--- src/rtl/alarm_scheduler_if.sv ---
//==============================================================================
// Module      : alarm_scheduler_if
// Description : Control/status bundle between the time services, the alarm
//               scheduler and the alarm mini-game.
// Revision    : 1.0 - initial release
//==============================================================================
`default_nettype none

interface alarm_scheduler_if #(
  parameter int N_SLOTS = 4
);
  localparam int SW = $clog2(N_SLOTS);

  logic          enable;
  logic [15:0]   current;
  logic          minute_tick;
  logic          wr_en;
  logic [SW-1:0] wr_slot;
  logic [15:0]   wr_time;
  logic          wr_arm;
  logic          push_m;
  logic          game_done;
  logic          ring;
  logic          game_start;
  logic [SW-1:0] active_slot;
  logic [2:0]    state;
  logic [1:0]    snooze_cnt;
  logic          missed;

  modport master (
    output enable, current, minute_tick, wr_en, wr_slot, wr_time, wr_arm,
           push_m, game_done,
    input  ring, game_start, active_slot, state, snooze_cnt, missed
  );

  modport slave (
    input  enable, current, minute_tick, wr_en, wr_slot, wr_time, wr_arm,
           push_m, game_done,
    output ring, game_start, active_slot, state, snooze_cnt, missed
  );
endinterface

`default_nettype wire

--- src/rtl/alarm_scheduler.sv ---
//==============================================================================
// Module      : alarm_scheduler
// Description : Multi-slot BCD alarm scheduler: watch, ring, game dismissal,
//               snooze with BCD wrap and missed-alarm tracking.
// Revision    : 1.0 - initial release
//==============================================================================
`default_nettype none

module alarm_scheduler #(
  parameter int N_SLOTS      = 4,
  parameter int SNOOZE_MIN   = 5,
  parameter int MAX_SNOOZE   = 3,
  parameter int RING_TIMEOUT = 2
) (
  input  wire logic        clk,
  input  wire logic        reset,
  alarm_scheduler_if.slave bus
);
  localparam int SW   = $clog2(N_SLOTS);
  localparam int c_TW = $clog2(RING_TIMEOUT + 1);
  localparam logic [c_TW-1:0] c_TICK_LAST = c_TW'(RING_TIMEOUT - 1);
  localparam logic [1:0]      c_SNZ_MAX   = 2'(MAX_SNOOZE);

  typedef enum logic [2:0] {
    S_IDLE   = 3'd0,
    S_WATCH  = 3'd1,
    S_RING   = 3'd2,
    S_GAME   = 3'd3,
    S_SNOOZE = 3'd4
  } t_state;

  t_state            r_state, w_next;
  logic [15:0]       r_time [N_SLOTS];
  logic [N_SLOTS-1:0] r_armed, r_fired;
  logic [N_SLOTS-1:0] w_eq, w_match;
  logic [c_TW-1:0]   r_tick, w_tick_nxt;
  logic [1:0]        r_snz, w_snz_nxt;
  logic [15:0]       r_target, w_target_nxt;
  logic [SW-1:0]     r_active, w_active_nxt, w_win;
  logic              r_missed, w_missed_nxt;
  logic              r_game_start;
  logic              w_any, w_fire;

  // Adds SNOOZE_MIN to a BCD HH:MM value, wrapping 59->00 and 23->00.
  function automatic logic [15:0] f_bcd_add(input logic [15:0] t);
    logic [6:0] m, m10, m1;
    logic [4:0] h, h10, h1;
    m = 7'(t[7:4]) * 7'd10 + 7'(t[3:0]) + 7'(SNOOZE_MIN);
    h = 5'(t[15:12]) * 5'd10 + 5'(t[11:8]);
    if (m >= 7'd60) begin
      m = m - 7'd60;
      h = h + 5'd1;
    end
    if (h == 5'd24) h = 5'd0;
    m10 = m / 7'd10;
    m1  = m - m10 * 7'd10;
    h10 = h / 5'd10;
    h1  = h - h10 * 5'd10;
    return {h10[3:0], h1[3:0], m10[3:0], m1[3:0]};
  endfunction

  for (genvar gi = 0; gi < N_SLOTS; gi++) begin : g_slot
    assign w_eq[gi]    = (r_time[gi] == bus.current);
    assign w_match[gi] = r_armed[gi] & w_eq[gi] & ~r_fired[gi];
  end

  always_comb begin
    w_any = 1'b0;
    w_win = '0;
    for (int i = N_SLOTS - 1; i >= 0; i--) begin
      if (w_match[i]) begin
        w_any = 1'b1;
        w_win = SW'(i);
      end
    end
  end

  // Slot storage; fired bits drop as soon as the clock leaves the slot's minute.
  always_ff @(posedge clk or posedge reset) begin
    if (reset) begin
      for (int i = 0; i < N_SLOTS; i++) r_time[i] <= '0;
      r_armed <= '0;
      r_fired <= '0;
    end else begin
      r_fired <= r_fired & w_eq;
      if (w_fire) r_fired[w_win] <= 1'b1;
      if (bus.wr_en) begin
        r_time[bus.wr_slot]  <= bus.wr_time;
        r_armed[bus.wr_slot] <= bus.wr_arm;
      end
    end
  end

  always_ff @(posedge clk or posedge reset) begin
    if (reset) begin
      r_state      <= S_IDLE;
      r_tick       <= '0;
      r_snz        <= '0;
      r_target     <= '0;
      r_active     <= '0;
      r_missed     <= 1'b0;
      r_game_start <= 1'b0;
    end else begin
      r_state      <= w_next;
      r_tick       <= w_tick_nxt;
      r_snz        <= w_snz_nxt;
      r_target     <= w_target_nxt;
      r_active     <= w_active_nxt;
      r_missed     <= w_missed_nxt;
      r_game_start <= (w_next == S_GAME) && (r_state != S_GAME);
    end
  end

  always_comb begin
    w_next       = r_state;
    w_tick_nxt   = r_tick;
    w_snz_nxt    = r_snz;
    w_target_nxt = r_target;
    w_active_nxt = r_active;
    w_missed_nxt = r_missed & ~bus.wr_en;
    w_fire       = 1'b0;
    if (!bus.enable) begin
      w_next       = S_IDLE;
      w_tick_nxt   = '0;
      w_snz_nxt    = '0;
      w_active_nxt = '0;
    end else begin
      case (r_state)
        S_IDLE: w_next = S_WATCH;
        S_WATCH: begin
          if (w_any) begin
            w_fire       = 1'b1;
            w_active_nxt = w_win;
            w_tick_nxt   = '0;
            w_next       = S_RING;
          end
        end
        S_RING: begin
          // A dismiss request beats a timeout landing on the same edge.
          if (bus.push_m) begin
            w_next = S_GAME;
          end else if (bus.minute_tick) begin
            w_tick_nxt = r_tick + 1'b1;
            if (r_tick == c_TICK_LAST) begin
              if (r_snz < c_SNZ_MAX) begin
                w_next       = S_SNOOZE;
                w_snz_nxt    = r_snz + 2'd1;
                w_target_nxt = f_bcd_add(bus.current);
              end else begin
                w_missed_nxt = 1'b1;
                w_snz_nxt    = '0;
                w_next       = S_WATCH;
              end
            end
          end
        end
        S_GAME: begin
          if (bus.game_done) begin
            w_next    = S_WATCH;
            w_snz_nxt = '0;
          end
        end
        S_SNOOZE: begin
          if (bus.current == r_target) begin
            w_next     = S_RING;
            w_tick_nxt = '0;
          end
        end
        default: w_next = S_IDLE;
      endcase
    end
  end

  assign bus.ring        = (r_state == S_RING);
  assign bus.game_start  = r_game_start;
  assign bus.active_slot = r_active;
  assign bus.state       = r_state;
  assign bus.snooze_cnt  = r_snz;
  assign bus.missed      = r_missed;

endmodule

`default_nettype wire
--- src/flat_wrapper.sv ---
// flat-port wrapper written by rule: the top's interface ports become plain ports
module alarm_scheduler_flat 
#(
  parameter int N_SLOTS      = 4,
  parameter int SNOOZE_MIN   = 5,
  parameter int MAX_SNOOZE   = 3,
  parameter int RING_TIMEOUT = 2
)
  (clk, reset, bus_enable, bus_current, bus_minute_tick, bus_wr_en, bus_wr_slot, bus_wr_time, bus_wr_arm, bus_push_m, bus_game_done, bus_ring, bus_game_start, bus_active_slot, bus_state, bus_snooze_cnt, bus_missed);
  alarm_scheduler_if #(.N_SLOTS(N_SLOTS)) bus_i ();
  input  wire logic clk;
  input  wire logic reset;
  input wire logic [$bits(bus_i.enable)-1:0] bus_enable;
  input wire logic [$bits(bus_i.current)-1:0] bus_current;
  input wire logic [$bits(bus_i.minute_tick)-1:0] bus_minute_tick;
  input wire logic [$bits(bus_i.wr_en)-1:0] bus_wr_en;
  input wire logic [$bits(bus_i.wr_slot)-1:0] bus_wr_slot;
  input wire logic [$bits(bus_i.wr_time)-1:0] bus_wr_time;
  input wire logic [$bits(bus_i.wr_arm)-1:0] bus_wr_arm;
  input wire logic [$bits(bus_i.push_m)-1:0] bus_push_m;
  input wire logic [$bits(bus_i.game_done)-1:0] bus_game_done;
  output wire logic [$bits(bus_i.ring)-1:0] bus_ring;
  output wire logic [$bits(bus_i.game_start)-1:0] bus_game_start;
  output wire logic [$bits(bus_i.active_slot)-1:0] bus_active_slot;
  output wire logic [$bits(bus_i.state)-1:0] bus_state;
  output wire logic [$bits(bus_i.snooze_cnt)-1:0] bus_snooze_cnt;
  output wire logic [$bits(bus_i.missed)-1:0] bus_missed;
  assign bus_i.enable = bus_enable;
  assign bus_i.current = bus_current;
  assign bus_i.minute_tick = bus_minute_tick;
  assign bus_i.wr_en = bus_wr_en;
  assign bus_i.wr_slot = bus_wr_slot;
  assign bus_i.wr_time = bus_wr_time;
  assign bus_i.wr_arm = bus_wr_arm;
  assign bus_i.push_m = bus_push_m;
  assign bus_i.game_done = bus_game_done;
  assign bus_ring = bus_i.ring;
  assign bus_game_start = bus_i.game_start;
  assign bus_active_slot = bus_i.active_slot;
  assign bus_state = bus_i.state;
  assign bus_snooze_cnt = bus_i.snooze_cnt;
  assign bus_missed = bus_i.missed;
  alarm_scheduler #(.N_SLOTS(N_SLOTS), .SNOOZE_MIN(SNOOZE_MIN), .MAX_SNOOZE(MAX_SNOOZE), .RING_TIMEOUT(RING_TIMEOUT)) u_core (.clk(clk), .reset(reset), .bus(bus_i));
endmodule
--- config.mk ---
export PLATFORM = sky130hd
export DESIGN_NAME = alarm_scheduler_flat
export DESIGN_NICKNAME = d
export VERILOG_FILES = /design/src/rtl/alarm_scheduler_if.sv /design/src/rtl/alarm_scheduler.sv /design/src/flat_wrapper.sv
export SDC_FILE = /design/constraint.sdc
export NUM_CORES = 1
export LEC_CHECK = 0
export BUFFER_PORTS_ARGS = -buffer_cell sky130_fd_sc_hd__buf_2
export CAP_MARGIN = 0
export CORE_UTILIZATION = 25
export DETAILED_ROUTE_END_ITERATION = 8
export PLACE_DENSITY = 0.48
export SYNTH_ARGS = -nofsm -noshare
export SYNTH_HDL_FRONTEND = slang
export SYNTH_SLANG_ARGS = --single-unit
export TNS_END_PERCENT = 100
--- constraint.sdc ---
create_clock -name clk -period 3.4 [get_ports clk]
set_input_delay 0.51 -clock clk [delete_from_list [all_inputs] [get_ports clk]]
set_output_delay 0.51 -clock clk [all_outputs]
set_load 0.05 [all_outputs]
Word-level counts from Yosys, hierarchy flattened. Cells that the tools add are included.

Logic and storage cells: 158. Flip-flop bits (word level): 99. Bits of input ports: 42.

Divide/modulo/power cells: 2. Bitwise logic cells: 18. Add/subtract/negate cells: 9. Equality and inequality tests: 23. Muxes and demuxes: 72. Magnitude comparators: 8. $mul: 4. Reduce and logical (&&, ||, !) cells: 9.

Operators by type and width (count): equality test 16 bit (5); two-way mux 5 bit (14); bitwise mux 64 bit (1); two-way mux 7 bit (7); two-way mux 2 bit (18); demux 16 bit (select 2 bit) (1); two-way mux 3 bit (8); two-way mux 16 bit (1); two-way mux 1 bit (15); one-hot mux 3 bit (5 select lines) (1); != test 3 x 2 -> 1 bit, second input constant (4); AND reduction 5 bit (2); bitwise AND 1 bit (9); equality test 3 x 2 -> 1 bit, second input constant (3); != test 3 bit, second input constant (3); subtractor 4 bit (2); adder 7 x 3 -> 7 bit, second input constant (1); adder 7 x 4 -> 7 bit (1); divider 7 x 4 -> 7 bit, second input constant (1); greater-or-equal comparator 7 x 6 -> 1 bit, second input constant (1); multiplier 7 x 3 -> 3 bit, second input constant (1); subtractor 7 x 6 -> 7 bit, second input constant (1); less-than comparator 2 x 3 -> 1 bit, second input constant (2); multiplier 4 x 3 -> 6 bit, second input constant (1); other kinds (30) (42).

Longest topological paths before layout. Gate-level depths: netlist of the first run.

Word-level depth: 22. Gate-level depth with buffers: 30. Gate-level depth less buffers: 28.

Least setup slack after synthesis of the first run. OpenSTA, ideal clock, no wires.

Kind: input-to-reg. Start point: input port bus_current[2]. End point: register u_core.r_target[11]. Library setup time: 0.066 ns. Path slack: -2.758 ns. Stages: 30. Buffers on the path: 2. Arrival time: 6.091 ns. Cell sequence: clkbuf_1 -> inv_1 -> ha_1 -> inv_1 -> fa_1 -> xor2_1 -> ha_1 -> nand2_1 -> nand2_1 -> a21o_4 -> buf_8 -> a31oi_1 -> o21ai_0 -> nand3_1 -> ha_1 -> a21boi_0 -> o21ai_0 -> ha_1 -> inv_1 -> a211oi_1 -> nor2_1 -> o211a_1 -> or3_4 -> ha_1 -> inv_1 -> fa_1 -> and3b_1 -> a2111oi_0 -> nor4b_1 -> a221o_1.

Longest elaborated chain between the ends: 21.

RTL lines: start, declared (line flat_wrapper.sv:14) `input wire logic [$bits(bus_i.current)-1:0] bus_current;`; adder 7 x 4 -> 7 bit (*) (line alarm_scheduler.sv:48) `m = 7'(t[7:4]) * 7'd10 + 7'(t[3:0]) + 7'(SNOOZE_MIN);`; adder 7 x 3 -> 7 bit (*) (line alarm_scheduler.sv:48); greater-or-equal comparator 7 x 6 -> 1 bit (*) (line alarm_scheduler.sv:50) `if (m >= 7'd60) begin`; two-way mux 5 bit (*) (line alarm_scheduler.sv:50); two-way mux 5 bit (*) (line alarm_scheduler.sv:145) `if (r_snz < c_SNZ_MAX) begin`; two-way mux 5 bit (*) (line alarm_scheduler.sv:144) `if (r_tick == c_TICK_LAST) begin`; two-way mux 5 bit (*) (line alarm_scheduler.sv:142) `end else if (bus.minute_tick) begin`; two-way mux 5 bit (*) (line alarm_scheduler.sv:140) `if (bus.push_m) begin`; [... 5 more ...]; two-way mux 5 bit (*) (line alarm_scheduler.sv:144); two-way mux 5 bit (*) (line alarm_scheduler.sv:142); two-way mux 5 bit (*) (line alarm_scheduler.sv:140); two-way mux 5 bit (*) (line alarm_scheduler.sv:128) `case (r_state)`; two-way mux 5 bit (*) (line alarm_scheduler.sv:122) `if (!bus.enable) begin`; divider 5 x 4 -> 5 bit (line alarm_scheduler.sv:57) `h10 = h / 5'd10;`; multiplier 5 x 3 -> 3 bit (line alarm_scheduler.sv:58) `h1 = h - h10 * 5'd10;`; subtractor 4 bit (*) (line alarm_scheduler.sv:58); end signal, assigned (line alarm_scheduler.sv:107) `r_target <= w_target_nxt;`; end, declared (line alarm_scheduler.sv:38) `logic [15:0] r_target, w_target_nxt;`.

Mark *: on every way between the ends. The rest lies on a longest branch, timed or not. The select of a mux whose other input is x is not followed. A chain may end at the register's enable or synchronous reset.

Worst setup path after layout of the first run.
Start point: input port bus_current[7]. End point: register u_core.r_target[11].

Longest elaborated chain between the ends: 22.

RTL lines (line): multiplier 4 x 3 -> 6 bit (*) (alarm_scheduler.sv:48); adder 7 x 4 -> 7 bit (*) (alarm_scheduler.sv:48); adder 7 x 3 -> 7 bit (*) (alarm_scheduler.sv:48); greater-or-equal comparator 7 x 6 -> 1 bit (*) (alarm_scheduler.sv:50); two-way mux 5 bit (*) (alarm_scheduler.sv:50); two-way mux 5 bit (*) (alarm_scheduler.sv:145); two-way mux 5 bit (*) (alarm_scheduler.sv:144); two-way mux 5 bit (*) (alarm_scheduler.sv:142); [... 6 more ...]; two-way mux 5 bit (*) (alarm_scheduler.sv:144); two-way mux 5 bit (*) (alarm_scheduler.sv:142); two-way mux 5 bit (*) (alarm_scheduler.sv:140); two-way mux 5 bit (*) (alarm_scheduler.sv:128); two-way mux 5 bit (*) (alarm_scheduler.sv:122); divider 5 x 4 -> 5 bit (alarm_scheduler.sv:57); multiplier 5 x 3 -> 3 bit (alarm_scheduler.sv:58); subtractor 4 bit (*) (alarm_scheduler.sv:58).

Marked as above.

==> results of run 1 <==
[cell families after synthesis]
kind of cell,count (synthesis)
multiplexers,74
adder cells (fa/ha/maj),31
buffers and inverters,56
AO/OA/AOI/OAI,97
flip-flops,97
AND/OR/NAND/NOR,156
XOR/XNOR,90
[stage by stage]
step           instances  utilization  power [uW]  hold WS, ns  TNS, ns
4_1_cts             1087        0.345        4670        0.310   -10.23
3_3_place_gp        1054        0.323        3480        0.472   -15.26
5_1_grt             1092        0.348        5050        0.342   -12.03
3_5_place_dp        1054        0.323        3480        0.477   -15.31
6_report            1092        0.348        4740        0.282   -10.40
2_1_floorplan        601            -        2700        0.458   -13.19
[synth_stat cells, drive strengths merged, types with 4 or more instances]
cell type | instances | area, um^2
o21ai | 21 | 105
a21oi | 14 | 77.6
or3 | 5 | 36.3
nor3b | 4 | 30.0
mux2 | 73 | 822
nand4 | 6 | 37.5
nand2 | 34 | 128
ha | 26 | 325
nand3 | 16 | 80.1
xor2 | 73 | 639
buf | 7 | 48.8
nor4 | 21 | 146
clkbuf | 24 | 90.1
and3 | 6 | 38.8
nor2 | 31 | 119
nor3 | 12 | 71.3
xnor2 | 17 | 149
inv | 25 | 93.8
dfrtp | 97 | 2430
fa | 5 | 100
a211oi | 11 | 92.6
a21o | 6 | 56.3
o211ai | 5 | 37.5
a31oi | 6 | 37.5
[registers in the layout, indices dropped and copies added, names as in the netlist]
name,cells
u_core.r_time,64
u_core.bus.game_start,1
u_core.r_tick,2
u_core.bus.snooze_cnt,2
u_core.bus.state,3
u_core.bus.active_slot,2
u_core.bus.missed,1
u_core.r_target,14
u_core.r_armed,4
u_core.r_fired,4
[final timing paths]
path                               startpoint                   to  slack [ns]
setup / recovery               bus_current[7]  u_core.r_target[11]       -1.76
hold / removal                          reset    u_core.r_time[17]        0.28
setup reg to reg            u_core.r_time[26]     u_core.r_tick[0]        0.52
hold reg to reg            u_core.r_target[2]   u_core.r_target[2]        0.50
max in group asynchronous               reset  u_core.bus.state[2]        2.42
min in group clk                    bus_wr_en    u_core.bus.missed        0.42
[metal layers]
layer	share of wire	track usage	up-vias	wire [um]
met4	0.010	0.0264	2	180
met3	0.032	0.0283	15	568
met5	0.00073	0	-	13
met2	0.46	0.231	80	8230
li1	-	-	2471	-
met1	0.49	0.196	2476	8740
[layout by cell type (no fill, tap or decap), drive strengths merged, types with 11 or more instances in the layout]
cell and instances:
buf 181, dfrtp 97, mux2 73, xor2 73, nand2 34, nor2 31
inv 29, ha 26, nor4 21, o21ai 21, xnor2 17, nand3 16
a21oi 14, nor3 12, a211oi 11
[what timing repair did]
| action | CTS | global route |
|---|---|---|
| setup buffers | 16 | 6 |
| pin swaps | 35 | 5 |
| gates resized for setup | 28 | 11 |
| cloned | 1 | 0 |
| endpoints found under the hold margin | 0 | 0 |
| endpoints found under the setup margin | 8 | 9 |
[final cells by class]
class | instances | share of cell area
clock buffers | 9 | 0.0264
clock inverters | 7 | 0.00720
inverters | 25 | 0.0122
multi-input cells | 449 | 0.472
flip-flops and latches | 97 | 0.285
well taps | 324 | 0.0476
repair buffers | 181 | 0.150
[power groups by stage]
stage | Combinational [uW] | Sequential [uW] | Clock, uW
after global placement | 2040 | 1440 | 0
final | 2310 | 1420 | 1000
after CTS | 2220 | 1420 | 1030
after detailed placement | 2030 | 1450 | 0
after floorplan | 1260 | 1440 | 0
after global routing | 2520 | 1450 | 1080
==> results.txt, run 1 <==
I/O pin count: 52
Initial Util: 0.256
DIE HEIGHT: 160 um
Post-Syn Nets: 674
Arrival time worst endpoint: 5.45 ns
Mux cell area share after synthesis: 0.133
Yosys warns: 0
Worst-Skew Late Latency: 0.36 ns
Avg Cell Area, Syn: 10.4 um^2
Routed wire length: 17,700 um
WP buf/inv: 4
Sw power: 1650 uW
Internal power: 3080 uW
Largest net degree at the start of global routing: 57
Startpoint types: input port
Final HPWL DP: 13,500 um
Worst Setup End Kind: register
Max Clock Freq: 194 MHz
Path depth of the worst reg2reg path: 10
Pwr dens: 556 nW/um^2
XOR/XNOR Fraction of Synth Area: 0.126
Final GP Congestion: 0.766
Root Buffer: clkbuf_16
Status: complete, but fails checks
Top delay family on crit path: adder cells
Violated checks: setup timing
CP required: 3.69 ns
First-pass GRT wire length: 28,300 um
Share of cells above drive strength 1: 0.452
Post-Synth Adder-Cell Area: 0.0680
Initial antenna violation count: 1
Final WS setup: -1.76 ns
Logic pwr share: 0.488
Most used cell, CP: ha_4
PortBufs: 51
DRT iter0 DRCs: 197
Total global routing overflow: 0
Vias in the first global route: 5,102
Setup Skew: 0.0134 ns
Max VDD drop: 0.219 mV
Maxcap violations: 0
DP Area: 7900 um^2
Count of final setup violators: 8
Minimum clock period: 5.16 ns
Largest family of logic cells by synthesized area: simple AND/OR/NAND/NOR gates
FF/Latch Area: 2430 um^2
CTS Hold Bufs: 0
Worst slew pin tran: 0.744 ns
Simple-Gate Fraction of Synth Area: 0.135
WP depth: 28
N_diodes: 0
DRC Markers: 0
Post-Place Setup Slack: -2.33 ns
Multi-input gate area: 4020 um^2
Num CTS Buffers: 9
Ys async rst share: 1.00
Compound-Gate Fraction of Synth Area: 0.114
Post-synth EDFFs: 0
Final max-slew violation count: 0
CP peak stage delay: 0.58 ns
Sequential fraction of the synthesis area: 0.388
Final ANT Viol Nets: 0
Router iterations before antenna repair: 5
Slew HR: 0.504
Seq cells post-synth: 97
Aggregate global-route resource usage: 0.142
Endpoints failing hold: 0
Vias: 5,044
Cell Rows: 57
Switch share: 0.349
Die Span X: 160 um
Sequential share of power: 0.301
Core Area: 24,500 um^2
Area Overhead vs Synth: 36.1%
Mapped Cells: 601
Nets: 836
H-tree lvl count: 3
CTS tree: built
CP Class: in -> reg
Via/cell ratio: 4.62
Clock Pin Slew Worst Setup and Hold Paths: 0.07 ns
Critical Path Fanout Max: 4
Sink Count: 97
Avg WL per Cell: 16.2 um
Number of fill cells: 2,467
CTS Buffer Depth: 2
Period utilization: 1.52
Post-route cell area: 8520 um^2
Hold/Removal Path Class: in -> async
Die area: 25,700 um^2
RSZ-0062 raised after global routing: yes
Mapped Area: 6260 um^2
Clk pwr share: 0.211
Count of different cell masters after synthesis: 72
Top_reg_cell synth: dfrtp_1
Critical-path top delay cell: fa_2
Leak Pwr: 0.00376 uW
(Power assumes the default switching activity.)
==> run 2, diff against run 1 <==
--- a/config.mk
+++ b/config.mk
@@ -9,7 +9,6 @@
 export CAP_MARGIN = 0
 export CORE_UTILIZATION = 25
 export DETAILED_ROUTE_END_ITERATION = 8
-export PLACE_DENSITY = 0.48
 export SYNTH_ARGS = -nofsm -noshare
 export SYNTH_HDL_FRONTEND = slang
 export SYNTH_SLANG_ARGS = --single-unit
==> results.txt, run 2 (synthesis results as in run 1) <==
Status: complete, but fails checks
Violated checks: setup timing
Share of cells above drive strength 1: 0.465
DIE HEIGHT: 160 um
Count of final setup violators: 8
Avg WL per Cell: 16.0 um
Total global routing overflow: 0
CTS tree: built
DRT iter0 DRCs: 257
Worst slew pin tran: 1.01 ns
Nets: 842
CP Class: in -> reg
N_diodes: 0
Top reg by flops: u_core.r_time
Most frequent cells in the layout: buf_4, dfrtp_1, mux2_2, xor2_1, buf_2
Leak Pwr: 0.00382 uW
Worst-Skew Late Latency: 0.36 ns
Root Buffer: clkbuf_16
Final HPWL DP: 13,300 um
Endpoints failing hold: 0
Period utilization: 1.57
CP peak stage delay: 0.60 ns
Startpoint types: input port
Minimum clock period: 5.35 ns
Die area: 25,700 um^2
Via/cell ratio: 4.70
Num CTS Buffers: 9
Final WS setup: -1.95 ns
Most common cell after layout, fill and taps aside: buf_4
Aggregate global-route resource usage: 0.140
CTS Buffer Depth: 2
WP buf/inv: 4
Vias: 5,160
Max VDD drop: 0.223 mV
CP required: 3.69 ns
Initial Util: 0.256
Total power: 4820 uW
Fin Setup TNS: -11.30 ns
Pwr dens: 558 nW/um^2
Sink Count: 97
Max reg flops: 64
Number of fill cells: 2,460
Slew HR: 0.323
Vias in the first global route: 5,322
Router iterations before antenna repair: 4
Core Area: 24,500 um^2
Clock Pin Slew Worst Setup and Hold Paths: 0.08 ns
PortBufs: 51
I/O pin count: 52
Final ANT Viol Nets: 0
Final max-slew violation count: 0
Maxcap violations: 0
Arrival time worst endpoint: 5.64 ns
Area Overhead vs Synth: 37.9%
Largest net degree at the start of global routing: 57
Setup Skew: 0.0136 ns
RSZ-0062 raised after global routing: yes
H-tree lvl count: 3
Hold/Removal Path Class: in -> async
DRC Markers: 0
Cell Rows: 57
Die Span X: 160 um
Worst Setup End Kind: register
Critical Path Fanout Max: 8
Largest regs: u_core.r_time: 64 flops, u_core.r_target: 14 flops
Initial antenna violation count: 3
Routed wire length: 17,600 um
Top delay family on crit path: adder cells
Most used cell, CP: ha_4
Final GP Congestion: 0.823
Max Clock Freq: 187 MHz
First-pass GRT wire length: 28,200 um
Critical-path top delay cell: fa_2
## run 2: cell types whose count changed in the layout (fill, tap and decap cells not counted), sizes merged
cell,delta
buf,+7
a21o,-1
clkbuf,+1
clkinv,-1
clkinvlp,-1
inv,+1
## run 2: layout make-up
type | instances | area (um^2) | share of cell area
Sequential cell | 97 | 2430 | 0.281
Clock inverter | 6 | 56.3 | 0.00652
Timing Repair Buffer | 188 | 1340 | 0.155
Multi-Input combinational cell | 448 | 4070 | 0.471
Inverter | 25 | 106 | 0.0123
Clock buffer | 10 | 229 | 0.0265
Tap cell | 324 | 405 | 0.0470
## run 2: what timing repair did
action / 4_1_cts / 5_1_grt
pin swaps: 26 / 9
gates resized for setup: 39 / 18
setup buffers: 16 / 10
hold buffers: 0 / 0
setup endpoints to repair: 9 / 10
gates cloned: 0 / 0
## run 2: worst paths after layout
check / from / endpoint / slack, ns / cells after the start
setup / recovery: bus_current[5] / u_core.r_target[11] / -1.95 / 27
hold / removal: reset / u_core.r_time[47] / 0.28 / 2
setup reg to reg: u_core.r_time[19] / u_core.r_tick[1] / 0.56 / 9
hold reg to reg: u_core.r_target[2] / u_core.r_target[2] / 0.50 / 2
max in group asynchronous: reset / u_core.r_time[36] / 2.33 / 3
min in group clk: bus_wr_time[10] / u_core.r_time[58] / 0.43 / 2
## run 2: power by group
part	switching, uW	total [uW]	internal [uW]
Clock	482	997	515
Combinational	1100	2400	1300
Sequential	108	1420	1310
## run 2: through the flow
step	cells	hold WS (ns)	setup slack (ns)	instance area, um^2	util
6_report	1098	0.282	-1.95	8630	0.353
2_1_floorplan	601	0.458	-2.12	6600	-
3_5_place_dp	1056	0.476	-2.48	7900	0.323
3_3_place_gp	1056	0.473	-2.26	7900	0.323
5_1_grt	1098	0.346	-2.15	8630	0.353
4_1_cts	1088	0.314	-1.79	8470	0.346
## run 2: metal layers
metal,track usage,up-vias,share of wire
li1,-,2483,-
met1,0.186,2557,0.47
met2,0.231,83,0.47
met3,0.0257,31,0.036
met4,0.0420,6,0.021
met5,0,-,0.0019
## run 2: worst register-to-register path, cell delays in order, from the launching register on
cell and delay [ns]:
dfrtp_1 0.39, xor2_1 0.16, nor4_1 0.41, nand4_1 0.31, o32ai_1 0.39, or3_1 0.22
a21bo_2 0.14, a21oi_1 0.06, o21ai_0 0.29, mux2_2 0.37
==> run 3, diff against run 2 <==
--- a/config.mk
+++ b/config.mk
@@ -6,8 +6,7 @@
 export NUM_CORES = 1
 export LEC_CHECK = 0
 export BUFFER_PORTS_ARGS = -buffer_cell sky130_fd_sc_hd__buf_2
-export CAP_MARGIN = 0
-export CORE_UTILIZATION = 25
+export CORE_UTILIZATION = 41
 export DETAILED_ROUTE_END_ITERATION = 8
 export SYNTH_ARGS = -nofsm -noshare
 export SYNTH_HDL_FRONTEND = slang
==> constraint.sdc (replaced) <==
create_clock -name clk -period 6.1 [get_ports clk]
set_input_delay 0.915 -clock clk [delete_from_list [all_inputs] [get_ports clk]]
set_output_delay 0.915 -clock clk [all_outputs]
set_load 0.05 [all_outputs]
==> results.txt, run 3 (synthesis results as in run 1) <==
Status: complete, but fails checks
Violated checks: DRC
Largest regs: u_core.r_time: 64 flops, u_core.r_target: 14 flops
Most used cell, CP: ha_4
CTS Buffer Depth: 2
Pwr dens: 316 nW/um^2
Setup Skew: 0.00813 ns
Root Buffer: clkbuf_16
Critical Path Fanout Max: 4
Worst Setup End Kind: register
Routed wire length: 16,100 um
DRT iter0 DRCs: 296
Worst slew pin tran: 1.13 ns
Initial Util: 0.426
CP peak stage delay: 0.41 ns
Vias: 4,970
Most common cell after layout, fill and taps aside: dfrtp_1
Hold WS: 0.496 ns
Num CTS Buffers: 9
Final max-slew violation count: 0
Non-Filler Instances: 889
Switch share: 0.347
Leak Pwr: 0.00343 uW
H-tree lvl count: 3
Clk pwr share: 0.234
Top reg by flops: u_core.r_time
Path depth of the worst reg2reg path: 9
Internal power: 1580 uW
Cell Rows: 44
Critical-path top delay cell: fa_2
N_diodes: 0
Endpoints failing hold: 0
First-pass GRT wire length: 25,500 um
Nets: 773
I/O pin count: 52
Arrival time worst endpoint: 6.16 ns
CP Class: in -> reg
CP required: 6.32 ns
Count of final setup violators: 0
Core Util, Final: 0.520
DIE HEIGHT: 126 um
Largest net degree at the start of global routing: 57
Final GP Congestion: 0.899
Hold/Removal Path Class: reg -> reg
Initial antenna violation count: 0
Area Overhead vs Synth: 22.2%
Core Area: 14,700 um^2
Share of cells above drive strength 1: 0.366
DP Area: 7110 um^2
Post-Place Setup Slack: -0.443 ns
Most frequent cells in the layout: dfrtp_1, mux2_2, xor2_1, buf_4, buf_2
Avg WL per Cell: 18.1 um
Aggregate global-route resource usage: 0.207
CTS tree: built
Max reg flops: 64
Clock Pin Slew Worst Setup and Hold Paths: 0.06 ns
Slew HR: 0.245
Number of fill cells: 1,288
Final WS setup: 0.161 ns
Router iterations before antenna repair: 7
Via/cell ratio: 5.59
Maxcap violations: 0
Max Clock Freq: 168 MHz
Period utilization: 0.974
RSZ-0062 raised after global routing: yes
Die area: 15,800 um^2
Sink Count: 97
Total global routing overflow: 0
Hold Path Depth: 2
PortBufs: 51
Max VDD drop: 0.148 mV
Vias in the first global route: 4,875
Sequential share of power: 0.329
Placed insts: 865
Minimum clock period: 5.94 ns
Sw power: 840 uW
Final ANT Viol Nets: 0
Final HPWL DP: 12,000 um
Logic pwr share: 0.437
CTS Hold Bufs: 0
Worst-Skew Late Latency: 0.34 ns
Startpoint types: input port
Die Span X: 126 um
Post-route cell area: 7650 um^2
DRC Markers: 2
[run 3: changes by cell type in the layout (fill, tap and decap cells not counted), sizes merged]
cell | previous run | this run
clkbuf | 10 | 11
clkinv | 0 | 4
inv | 30 | 25
bufinv | 0 | 1
buf | 188 | 118
[run 3: final timing paths]
check                      slack, ns             endpoint          startpoint
setup / recovery                0.16  u_core.r_target[11]      bus_current[4]
hold / removal                  0.50   u_core.r_target[2]  u_core.r_target[2]
setup reg to reg                3.16     u_core.r_tick[1]   u_core.r_time[50]
hold reg to reg                 0.50   u_core.r_target[2]  u_core.r_target[2]
max in group asynchronous       4.39    u_core.r_time[16]               reset
min in group asynchronous       0.62    u_core.r_time[30]               reset
[run 3: critical path: cells and delay by family]
| kind | cells | cell delay (ns) |
|---|---|---|
| adders and majority gates | 7 | 1.59 |
| AOI/OAI and AO/OA | 10 | 1.81 |
| buffers and inverters | 5 | 0.54 |
| and+or+nand+nor | 7 | 1.28 |
[run 3: cell type report]
cell class / instances / area [um^2] / area share
Clock buffer: 10 / 229 / 0.0299
Clock inverter: 6 / 68.8 / 0.00900
Inverter: 25 / 96.3 / 0.0126
Multi-Input combinational cell: 448 / 3820 / 0.500
Sequential cell: 97 / 2430 / 0.317
Tap cell: 184 / 230 / 0.0301
Timing Repair Buffer: 119 / 776 / 0.101
[run 3: layer usage]
metal	track usage	part of all wire	routed length, um	up-vias
met4	0.0466	0.012	199	0
met2	0.352	0.49	7900	113
met1	0.283	0.46	7470	2486
met5	0	0	0	-
met3	0.0218	0.034	552	21
li1	-	-	-	2350
[run 3: what timing repair did]
action | in CTS | in global routing
resized for setup | 3 | 31
setup endpoints to repair | 1 | 3
pin swaps | 1 | 15
setup buffers | 2 | 6
[run 3: stage by stage]
stage               setup TNS (ns)  total power [uW]
floorplan                        0              1420
global placement            -0.305              1750
detailed placement          -0.451              1770
CTS                              0              2340
global route               -0.0607              2560
finish                           0              2420
[run 3: power groups by stage]
stage | sequential (uW) | combinational [uW] | clock [uW]
global route | 805 | 1150 | 600
detailed placement | 807 | 958 | 0
finish | 796 | 1060 | 566
floorplan | 801 | 619 | 0
CTS | 795 | 976 | 572
global placement | 801 | 945 | 0
